## src/rtl/branch_resolve_queue.sv

```systemverilog
// Branch resolve queue: holds issued predictions in order, compares each with
// the actual outcome at resolution, drives predictor update, squashes the
// wrong path on a mispredict and keeps saturating accuracy statistics.
module branch_resolve_queue #(
  parameter int unsigned DEPTH = 4,
  parameter int unsigned PTR_W = 2,
  parameter int unsigned CNT_W = 16
) (
  input  logic             clk,
  input  logic             reset,
  input  logic             pred_valid,
  input  logic             pred_taken,
  output logic             pred_ready,
  input  logic             resolve_valid,
  input  logic             resolve_taken,
  output logic             update_valid,
  output logic             update_taken,
  output logic             mispredict,
  output logic             resolve_err,
  output logic [PTR_W:0]   count,
  output logic [CNT_W-1:0] total_cnt,
  output logic [CNT_W-1:0] miss_cnt
);

  localparam logic [PTR_W:0] Full = (PTR_W + 1)'(DEPTH);

  logic [DEPTH-1:0] entry_q, entry_d;
  logic [PTR_W-1:0] head_q, head_d;
  logic [PTR_W-1:0] tail_q, tail_d;
  logic [PTR_W:0]   count_q, count_d;
  logic [CNT_W-1:0] total_q, total_d;
  logic [CNT_W-1:0] miss_q, miss_d;
  logic             upd_valid_q, upd_taken_q, mispredict_q, resolve_err_q;

  logic res_hit, res_empty, res_miss, push;

  // Decode this cycle's push/resolve and compute next pointers, entries and counters.
  always_comb begin
    pred_ready = (count_q != Full);
    res_hit    = resolve_valid && (count_q != '0);
    res_empty  = resolve_valid && (count_q == '0);
    res_miss   = res_hit && (entry_q[head_q] != resolve_taken);
    // A full queue still takes a push when a correct resolve frees the slot
    // in the same cycle; everything issued alongside a mispredict is squashed.
    push       = pred_valid && (pred_ready || res_hit) && !res_miss;

    entry_d = entry_q;
    head_d  = head_q;
    tail_d  = tail_q;
    count_d = count_q;
    if (res_miss) begin
      head_d  = head_q + PTR_W'(1);
      tail_d  = head_q + PTR_W'(1);
      count_d = '0;
    end else begin
      if (push) begin
        entry_d[tail_q] = pred_taken;
        tail_d          = tail_q + PTR_W'(1);
      end
      if (res_hit) begin
        head_d = head_q + PTR_W'(1);
      end
      count_d = count_q + (PTR_W + 1)'(push) - (PTR_W + 1)'(res_hit);
    end

    total_d = (res_hit && (total_q != '1)) ? total_q + CNT_W'(1) : total_q;
    miss_d  = (res_miss && (miss_q != '1)) ? miss_q + CNT_W'(1) : miss_q;
  end

  // State and registered one-cycle output pulses; reset wins over any activity.
  always_ff @(posedge clk) begin
    if (reset) begin
      entry_q       <= '0;
      head_q        <= '0;
      tail_q        <= '0;
      count_q       <= '0;
      total_q       <= '0;
      miss_q        <= '0;
      upd_valid_q   <= 1'b0;
      upd_taken_q   <= 1'b0;
      mispredict_q  <= 1'b0;
      resolve_err_q <= 1'b0;
    end else begin
      entry_q       <= entry_d;
      head_q        <= head_d;
      tail_q        <= tail_d;
      count_q       <= count_d;
      total_q       <= total_d;
      miss_q        <= miss_d;
      upd_valid_q   <= res_hit;
      upd_taken_q   <= res_hit && resolve_taken;
      mispredict_q  <= res_miss;
      resolve_err_q <= res_empty;
    end
  end

  assign update_valid = upd_valid_q;
  assign update_taken = upd_taken_q;
  assign mispredict   = mispredict_q;
  assign resolve_err  = resolve_err_q;
  assign count        = count_q;
  assign total_cnt    = total_q;
  assign miss_cnt     = miss_q;

endmodule

```

## config.mk

```make
export PLATFORM = sky130hd
export DESIGN_NAME = branch_resolve_queue
export DESIGN_NICKNAME = d
export VERILOG_FILES = /design/src/rtl/branch_resolve_queue.sv
export SDC_FILE = /design/constraint.sdc
export NUM_CORES = 1
export LEC_CHECK = 0
export CAP_MARGIN = 10
export CORE_MARGIN = 5
export CORE_UTILIZATION = 26
export DETAILED_ROUTE_END_ITERATION = 10
export GPL_ROUTABILITY_DRIVEN = 0
export PLACE_DENSITY = 0.58
export REMOVE_ABC_BUFFERS = 1
export SKIP_CTS_REPAIR_TIMING = 1
export SKIP_LAST_GASP = 1
export SLEW_MARGIN = 20
export SYNTH_ARGS = -nofsm -noshare
export SYNTH_HDL_FRONTEND = slang
export SYNTH_SLANG_ARGS = --single-unit
```

## constraint.sdc

```tcl
create_clock -name clk -period 3.6 [get_ports clk]
set_input_delay 0.36 -clock clk [delete_from_list [all_inputs] [get_ports clk]]
set_output_delay 0.36 -clock clk [all_outputs]
set_load 0.1 [all_outputs]
```

======== Word-level counts from Yosys, hierarchy flattened ========
Index checks and enable logic that the tools add are counted.
storage, ports and cells
  bits in registers ....................... 47
  latch bits .............................. 0
  bits in writable memories ............... 0
  memory bits (read-only) ................. 0
  output and inout bits ................... 40
  word-level logic and storage cells ...... 50
  memories ................................ 0
operators by class
  add/sub/neg operators ................... 6
  $mul .................................... 0
  div/mod/pow operators ................... 0
  order comparisons ....................... 3
  equality and inequality tests ........... 4
  shifts and indexed selects .............. 0
  muxes and demuxes ....................... 9
  bitwise operators ....................... 1
  reductions and logical operators ........ 17
operator list
  operator                                                               count
  16-bit by 1-bit adder with 16-bit output, second input constant        2
  16-bit inequality test, second input constant                          2
  1-bit logical AND                                                      9
  2-bit 2-to-1 mux                                                       4
  2-bit by 3-bit < comparator with 1-bit output, second input constant   2
  2-bit by 1-bit adder with 2-bit output, second input constant          2
  4-bit bitwise mux                                                      1
  2-bit nonzero test                                                     2
  3-bit by 1-bit adder with 3-bit output                                 1
  3-bit zero test                                                        1
  3-bit inequality test, second input constant                           1
  3-bit nonzero test                                                     1
  3-bit by 1-bit subtractor with 3-bit output                            1
  1-bit binary-select mux with 2-bit select                              1
  1-bit demux with 2-bit select                                          1
  2-bit by 1-bit >= comparator with 1-bit output, second input constant  1
  1-bit 2-to-1 mux                                                       2
  2-bit AND reduction                                                    1
  2-bit OR reduction                                                     1
  1-bit zero test                                                        1
  1-bit logical OR                                                       1
  1-bit inequality test                                                  1
  1-bit inverter                                                         1

======== Logic depth before layout (Yosys ltp) ========
Gate-level depths: netlist of the first run.
  depth in word-level cells ............... 8
  mapped depth ............................ 12
  mapped depth without buffers ............ 11

======== Worst setup path after synthesis of the first run ========
OpenSTA, ideal clock, no wires.
  path type ............................... reg2reg
  from .................................... reg count_q[2], in the netlist count[2]
  to ...................................... reg count_q[2], in the netlist count[2]
  data arrival time ....................... 3657 ps
  setup slack ............................. -135 ps
  stages on the path, launching flop included .. 13
  buffers on the path ..................... 1
  clock period less this slack ............ 3735 ps
  cells stage by stage .................... dfxtp_1 or3b_2 o21ai_0 o21ba_2 buf_6 inv_1 ha_1 inv_1 ha_1 fa_1 xnor2_1 xnor2_1 nor3_1
RTL lines
  element                                      RTL line  source
  start, declared                              30        logic [PTR_W:0] count_q, count_d;
  start signal, assigned                       87        count_q <= count_d;
  3-bit inequality test                        39        pred_ready = (count_q != Full);
  net pred_ready                               13        output logic pred_ready,
  1-bit logical OR                             45        push = pred_valid && (pred_ready || res_hit) && !res_miss;
  1-bit logical AND (2 in series)              45
  3-bit by 1-bit adder with 3-bit output       63        count_d = count_q + (PTR_W + 1)'(push) - (PTR_W + 1)'(res_hit);
  3-bit by 1-bit subtractor with 3-bit output  63
The timed path passes the listed nets, and every way through them passes these cells.
A chain may end at the register's enable or synchronous reset.

======== Worst setup path after layout of the first run ========
  from .................................... reg head_q[0]
  to ...................................... reg count_q[2], in the netlist count[2]
between the ends
  longest elaborated chain between the ends .. 8
RTL lines
  element                                      RTL line  source
  start, declared                              28        logic [PTR_W-1:0] head_q, head_d;
  start signal, assigned                       74        head_q <= '0;
  start signal, assigned                       85        head_q <= head_d;
  1-bit binary-select mux with 2-bit select *  42        res_miss = res_hit && (entry_q[head_q] != resolve_taken);
  1-bit 2-to-1 mux (not written as such) *     42
  1-bit inequality test *                      42
  1-bit logical AND *                          42
  1-bit zero test                              45
  1-bit logical AND                            45
  3-bit by 1-bit adder with 3-bit output       63
  3-bit by 1-bit subtractor with 3-bit output  63
Mark *: on every way between the ends. The rest lies on a longest branch, timed or not. The select of a mux whose other input is x is not followed.

==> impl_metrics.env, run 1 <==
export IMPL_grt_pass1_vias=1964
export IMPL_power_total_mw=1.56
export IMPL_nets=317
export IMPL_finalCritPeriodShare_pct=79.1
export IMPL_dieArea_um2=11200
export IMPL_drc_errors=0
export IMPL_vias=1957
export IMPL_postRouteAntennaNets=0
export IMPL_crit_path_end_kind="register"
export IMPL_grt_max_degree=25
export IMPL_ys_types=44
export IMPL_regToRegEndpoint="count[2]"
export IMPL_slew_headroom_pct=33.9
export IMPL_min_path_type="reg -> reg"
export IMPL_io_pin_count=46
export IMPL_worstPathArrival_ns=3.02
export IMPL_cp_start_kind="register"
export IMPL_cts_buffers=5
export IMPL_worstHoldEndpoint="entry_q[3]"
export IMPL_slew_violations=0
export IMPL_cts_sinks=47
export IMPL_clockBufferDepth=2
export IMPL_syn_to_final_growth_pct=27.6
export IMPL_cp_required_ns=3.77
export IMPL_period_minus_slack_ns=2.85
export IMPL_fmaxAchievable_mhz=351
export IMPL_syn_inst=258
export IMPL_crit_type="reg -> reg"
export IMPL_finalSetupViolCount=0
export IMPL_layout_common_cells="47 x dfxtp_1, 45 x clkdlybuf4s50_1, 35 x nor2_1"
export IMPL_layout_drive_gt1_share_pct=11.6
export IMPL_hold_path_depth=2
export IMPL_drv_cap=0
export IMPL_synth_edf_count=0
export IMPL_powerDensity_nw_per_um2=509
export IMPL_start_util_pct=26.3
export IMPL_hold_viol_final=0
export IMPL_stdcell_count=413
export IMPL_outcome="finished clean"
export IMPL_place_area_um2=2970
export IMPL_grt_pass1_wl_um=9650
export IMPL_dp_hpwl_um=4040
export IMPL_stdcell_area_um2=3060
export IMPL_ys_seq_elements=47
export IMPL_final_setup_skew_ns=0.0133
export IMPL_num_rows=35
export IMPL_syn_area_um2=2400
export IMPL_cts_root_buffer="clkbuf_8"
export IMPL_diodes=0
export IMPL_cp_max_fo=8
export IMPL_die_y_um=106
export IMPL_tightest_slew_ns=0.988
export IMPL_dp_cells=406
export IMPL_wl_per_cell_um=13.4
export IMPL_yosys_warnings=0
export IMPL_antenna_found_initial=0
export IMPL_layout_commonest_cell="dfxtp_1"
export IMPL_cts_clk_slew_worst_paths_ns=0.08
export IMPL_overflow=0
export IMPL_htreeDepth=2
export IMPL_drt_first_pass_iters=4
export IMPL_r2r_setup_slack_ns=0.75
export IMPL_synth_area_per_cell_um2=9.30
export IMPL_wirelength_um=5540
export IMPL_avgViaCountPerCell=4.74
export IMPL_grt_usage_pct=10.3
export IMPL_vdd_drop_max_mv=0.300
export IMPL_yosysSeqAreaShare_pct=39.2
export IMPL_worstRegToRegCells=11
export IMPL_hold_start="entry_q[3]"
export IMPL_r2r_start="head_q[0]"
export IMPL_setup_tns_final_ns=0
export IMPL_p_leak_nw=0.990
export IMPL_rsz0062_at_grt="false"
export IMPL_drt_iter0_drc=74
export IMPL_synth_flop_cell="dfxtp_1"
export IMPL_numPortBuffers=45
export IMPL_async_reset_ff_share_pct=0
export IMPL_whs_ns=0.493
export IMPL_die_width_um=106
export IMPL_cts_tree="done"
export IMPL_clkLatencyLatePin_ns=0.30
export IMPL_core_um2=9110
## power breakdown
group	leakage [nW]	switching, mW	total, mW	internal, mW
Sequential	0.381	0.0638	0.634	0.571
Clock	0.0470	0.175	0.326	0.151
Combinational	0.562	0.413	0.598	0.186
## worst max-delay path, cell delays in order, from the launching register on
cell and delay, ns:
dfxtp_1 0.44, mux4_2 0.56, xnor2_2 0.18, o21ba_2 0.24
inv_1 0.06, ha_1 0.27, inv_1 0.04, ha_1 0.18
fa_1 0.38, xnor2_1 0.17, xnor2_1 0.14, nor3_1 0.06
## per-layer routing
| layer | track usage [%] | wire length, µm | vias up |
|---|---|---|---|
| met5 | 0 | 0 | - |
| met4 | 2.50 | 51 | 0 |
| met3 | 2.73 | 230 | 5 |
| met2 | 16.9 | 2490 | 42 |
| met1 | 13.4 | 2760 | 916 |
| li1 | - | - | 994 |
## cell usage after synthesis, types with 2 or more instances
cell	n	share of area, %
nor4_2	7	3.7
nand2b_1	5	1.3
xnor2_1	29	11
buf_2	2	0.42
nor3_1	8	1.7
a21bo_2	3	1.3
ha_1	8	4.2
nand4_1	5	1.3
nor3b_1	2	0.63
nor4_1	3	0.78
and2_1	2	0.52
a21oi_1	8	1.7
a31o_2	2	0.73
nand2_1	11	1.7
and4_1	9	3.3
a2111oi_0	5	1.8
dfxtp_1	47	39
mux2i_1	3	1.3
and3_1	3	0.78
inv_1	9	1.4
nand3_1	14	2.9
buf_6	2	0.94
o21ai_0	2	0.42
clkbuf_1	9	1.4
a211oi_1	7	2.2
nor2_1	35	5.5
## state kept, by name, summed over array words and instances, names as in the netlist
name and cells:
miss_cnt 16, mispredict 1, count 3, total_cnt 16
resolve_err 1, update_valid 1, entry_q 4, tail_q 2
update_taken 1, head_q 2
## worst max path at each step
stage                             start  slack, ns  endpoint
after floorplan                count[1]      -0.64  count[2]
after global placement    resolve_valid       0.72  count[2]
after detailed placement  resolve_valid       0.68  count[2]
after CTS                     head_q[0]       0.73  count[2]
after global routing          head_q[0]       0.55  count[2]
final                         head_q[0]       0.75  count[2]
## kinds of logic (layout without fill, tap and decap cells)
family / count (synthesis) / count (layout) / share of synthesized area [%]
flip-flops: 47 / 47 / 39.2
AND/OR/NAND/NOR: 113 / 113 / 27.6
adder cells (fa/ha/maj): 9 / 9 / 5.01
XOR/XNOR: 31 / 31 / 11.6
buffers and inverters: 22 / 66 / 4.17
multiplexers: 6 / 6 / 3.29
AO/OA/AOI/OAI: 30 / 30 / 9.08
## metrics by stage
stage	util, %	setup WS (ns)
6_report	33.6	0.753
4_1_cts	33.6	0.727
5_1_grt	33.6	0.553
3_5_place_dp	32.6	0.677
3_3_place_gp	32.6	0.716
2_1_floorplan	-	-0.643
## area by class of cell
class / instances / area (µm²)
Fill cell: 966 / 6050
Multi-Input combinational cell: 189 / 1370
Sequential cell: 47 / 941
Timing Repair Buffer: 50 / 488
Tap cell: 111 / 139
Clock buffer: 6 / 82.6
Inverter: 9 / 33.8
Clock inverter: 1 / 5.00
No activity file was read; power rests on OpenSTA's default activity.
==> run 2, diff against run 1 <==
- PLACE_DENSITY: 0.58 -> 0.59
- clock period: 3.6 -> 2.6 ns (I/O delays scaled with it)
==> impl_metrics.env, run 2 (same netlist as run 1, synthesis figures left out) <==
export IMPL_min_path_type="reg -> reg"
export IMPL_finalCritPeriodShare_pct=99.4
export IMPL_layout_common_cells="55 x buf_4, 46 x dfxtp_1, 35 x nor2_1"
export IMPL_die_width_um=106
export IMPL_grt_pass1_wl_um=9830
export IMPL_crit_path_start="head_q[0]"
export IMPL_drv_cap=0
export IMPL_syn_to_final_growth_pct=28.6
export IMPL_nets=328
export IMPL_numPortBuffers=45
export IMPL_grt_pass1_vias=2021
export IMPL_powerDensity_nw_per_um2=730
export IMPL_dp_hpwl_um=4250
export IMPL_swShare_pct=41.8
export IMPL_stdcell_count=425
export IMPL_r2r_setup_slack_ns=0.02
export IMPL_seq_power_share_pct=37.9
export IMPL_clkPwrFrac_pct=21.1
export IMPL_layout_drive_gt1_share_pct=29.3
export IMPL_avgViaCountPerCell=4.71
export IMPL_grt_max_degree=25
export IMPL_hold_start="entry_q[3]"
export IMPL_antenna_found_initial=0
export IMPL_whs_ns=0.481
export IMPL_die_y_um=106
export IMPL_vias=2003
export IMPL_finalSetupViolCount=0
export IMPL_wl_per_cell_um=13.3
export IMPL_cp_max_fo=2
export IMPL_path_cells="mux4_2, xnor2_2, o21ba_2, inv_1, ha_1, inv_1, ha_2, fa_2, xnor2_2, xnor2_1, nor3_1"
export IMPL_layout_commonest_cell="buf_4"
export IMPL_slew_headroom_pct=56.6
export IMPL_setup_tns_final_ns=0
export IMPL_postRouteAntennaNets=0
export IMPL_cts_clk_slew_worst_paths_ns=0.09
export IMPL_cts_tree="done"
export IMPL_fin_ws_ns=0.0150
export IMPL_drt_iter0_drc=41
export IMPL_p_leak_nw=1.14
export IMPL_setup_worst_path_end="count[2]"
export IMPL_num_rows=35
export IMPL_clockBufferDepth=2
export IMPL_core_um2=9110
export IMPL_cp_slowest_cell="mux4_2"
export IMPL_hold_viol_final=0
export IMPL_tightest_slew_ns=0.634
export IMPL_slew_violations=0
export IMPL_cts_root_buffer="clkbuf_8"
export IMPL_rsz0062_at_grt="true"
export IMPL_combPwrFrac_pct=41.0
export IMPL_cp_start_kind="register"
export IMPL_regToRegEndpoint="count[2]"
export IMPL_wirelength_um=5650
export IMPL_p_int_mw=1.31
export IMPL_dieArea_um2=11200
export IMPL_drt_first_pass_iters=3
export IMPL_cpPeakStageDelay_ns=0.52
export IMPL_htreeDepth=2
export IMPL_grt_usage_pct=10.6
export IMPL_crit_type="reg -> reg"
export IMPL_drc_errors=0
export IMPL_cts_sinks=47
export IMPL_fmaxAchievable_mhz=387
export IMPL_cts_buffers=5
export IMPL_overflow=0
export IMPL_post_place_ws_ns=-0.0267
export IMPL_cp_required_ns=2.78
export IMPL_io_pin_count=46
export IMPL_worstRegToRegCells=11
export IMPL_period_minus_slack_ns=2.58
export IMPL_outcome="finished clean"
export IMPL_p_switching_uw=941
export IMPL_final_setup_skew_ns=0.00668
export IMPL_worstPathArrival_ns=2.76
export IMPL_vdd_drop_max_mv=0.309
export IMPL_dp_cells=417
export IMPL_fillers=976
export IMPL_start_util_pct=26.3
export IMPL_clkLatencyLatePin_ns=0.30
export IMPL_diodes=0
export IMPL_crit_path_end_kind="register"
export IMPL_r2r_start="head_q[0]"
==> run 2: area by class of cell <==
type,count,area [µm²],share of cell area [%]
Clock inverter,2,16.3,0.527
Clock buffer,6,82.6,2.68
Tap cell,111,139,4.50
Multi-Input combinational cell,189,1390,45.0
Inverter,9,33.8,1.09
Sequential cell,47,942,30.5
Timing Repair Buffer,61,483,15.7
==> run 2: stage by stage <==
stage	utilization (%)	instance area (µm²)	total power, mW
3_3_place_gp	32.6	2970	1.77
5_1_grt	33.9	3090	2.39
3_5_place_dp	32.6	2970	1.78
4_1_cts	33.7	3070	2.27
2_1_floorplan	-	2330	1.51
6_report	33.9	3090	2.25
==> run 2: per-layer routing <==
layer	up-vias	global-route usage, %	share of wire (%)	wire length, µm
met5	-	0	0	0
met4	0	3.05	0.92	52
met3	7	2.73	4.3	241
met2	35	18.2	48	2690
met1	939	13.2	47	2670
li1	1022	-	-	-
==> run 2: power by group through the flow <==
stage	clock (mW)	combinational [mW]	sequential, mW
CTS	0.503	0.918	0.852
global route	0.529	0.992	0.865
floorplan	0	0.335	1.17
finish	0.476	0.925	0.853
detailed placement	0	0.913	0.868
global placement	0	0.905	0.866
==> run 2: how the worst min path moves through the flow <==
stage / end / slack [ns] / cells after the start
2_1_floorplan: entry_q[0] / 0.33 / 1
3_3_place_gp: entry_q[3] / 0.47 / 2
3_5_place_dp: entry_q[3] / 0.47 / 2
4_1_cts: entry_q[3] / 0.49 / 2
5_1_grt: entry_q[3] / 0.52 / 2
6_report: entry_q[3] / 0.48 / 2
==> run 2: worst max-delay path: cells and delay by family (launching register included) <==
| family | cells | cell delay (ns) |
|---|---|---|
| buf+inv | 2 | 0.08 |
| compound gates | 1 | 0.16 |
| fa+ha+maj | 3 | 0.78 |
| simple gates | 1 | 0.06 |
| xor+xnor | 3 | 0.52 |
| mux | 1 | 0.52 |
| flops | 1 | 0.35 |
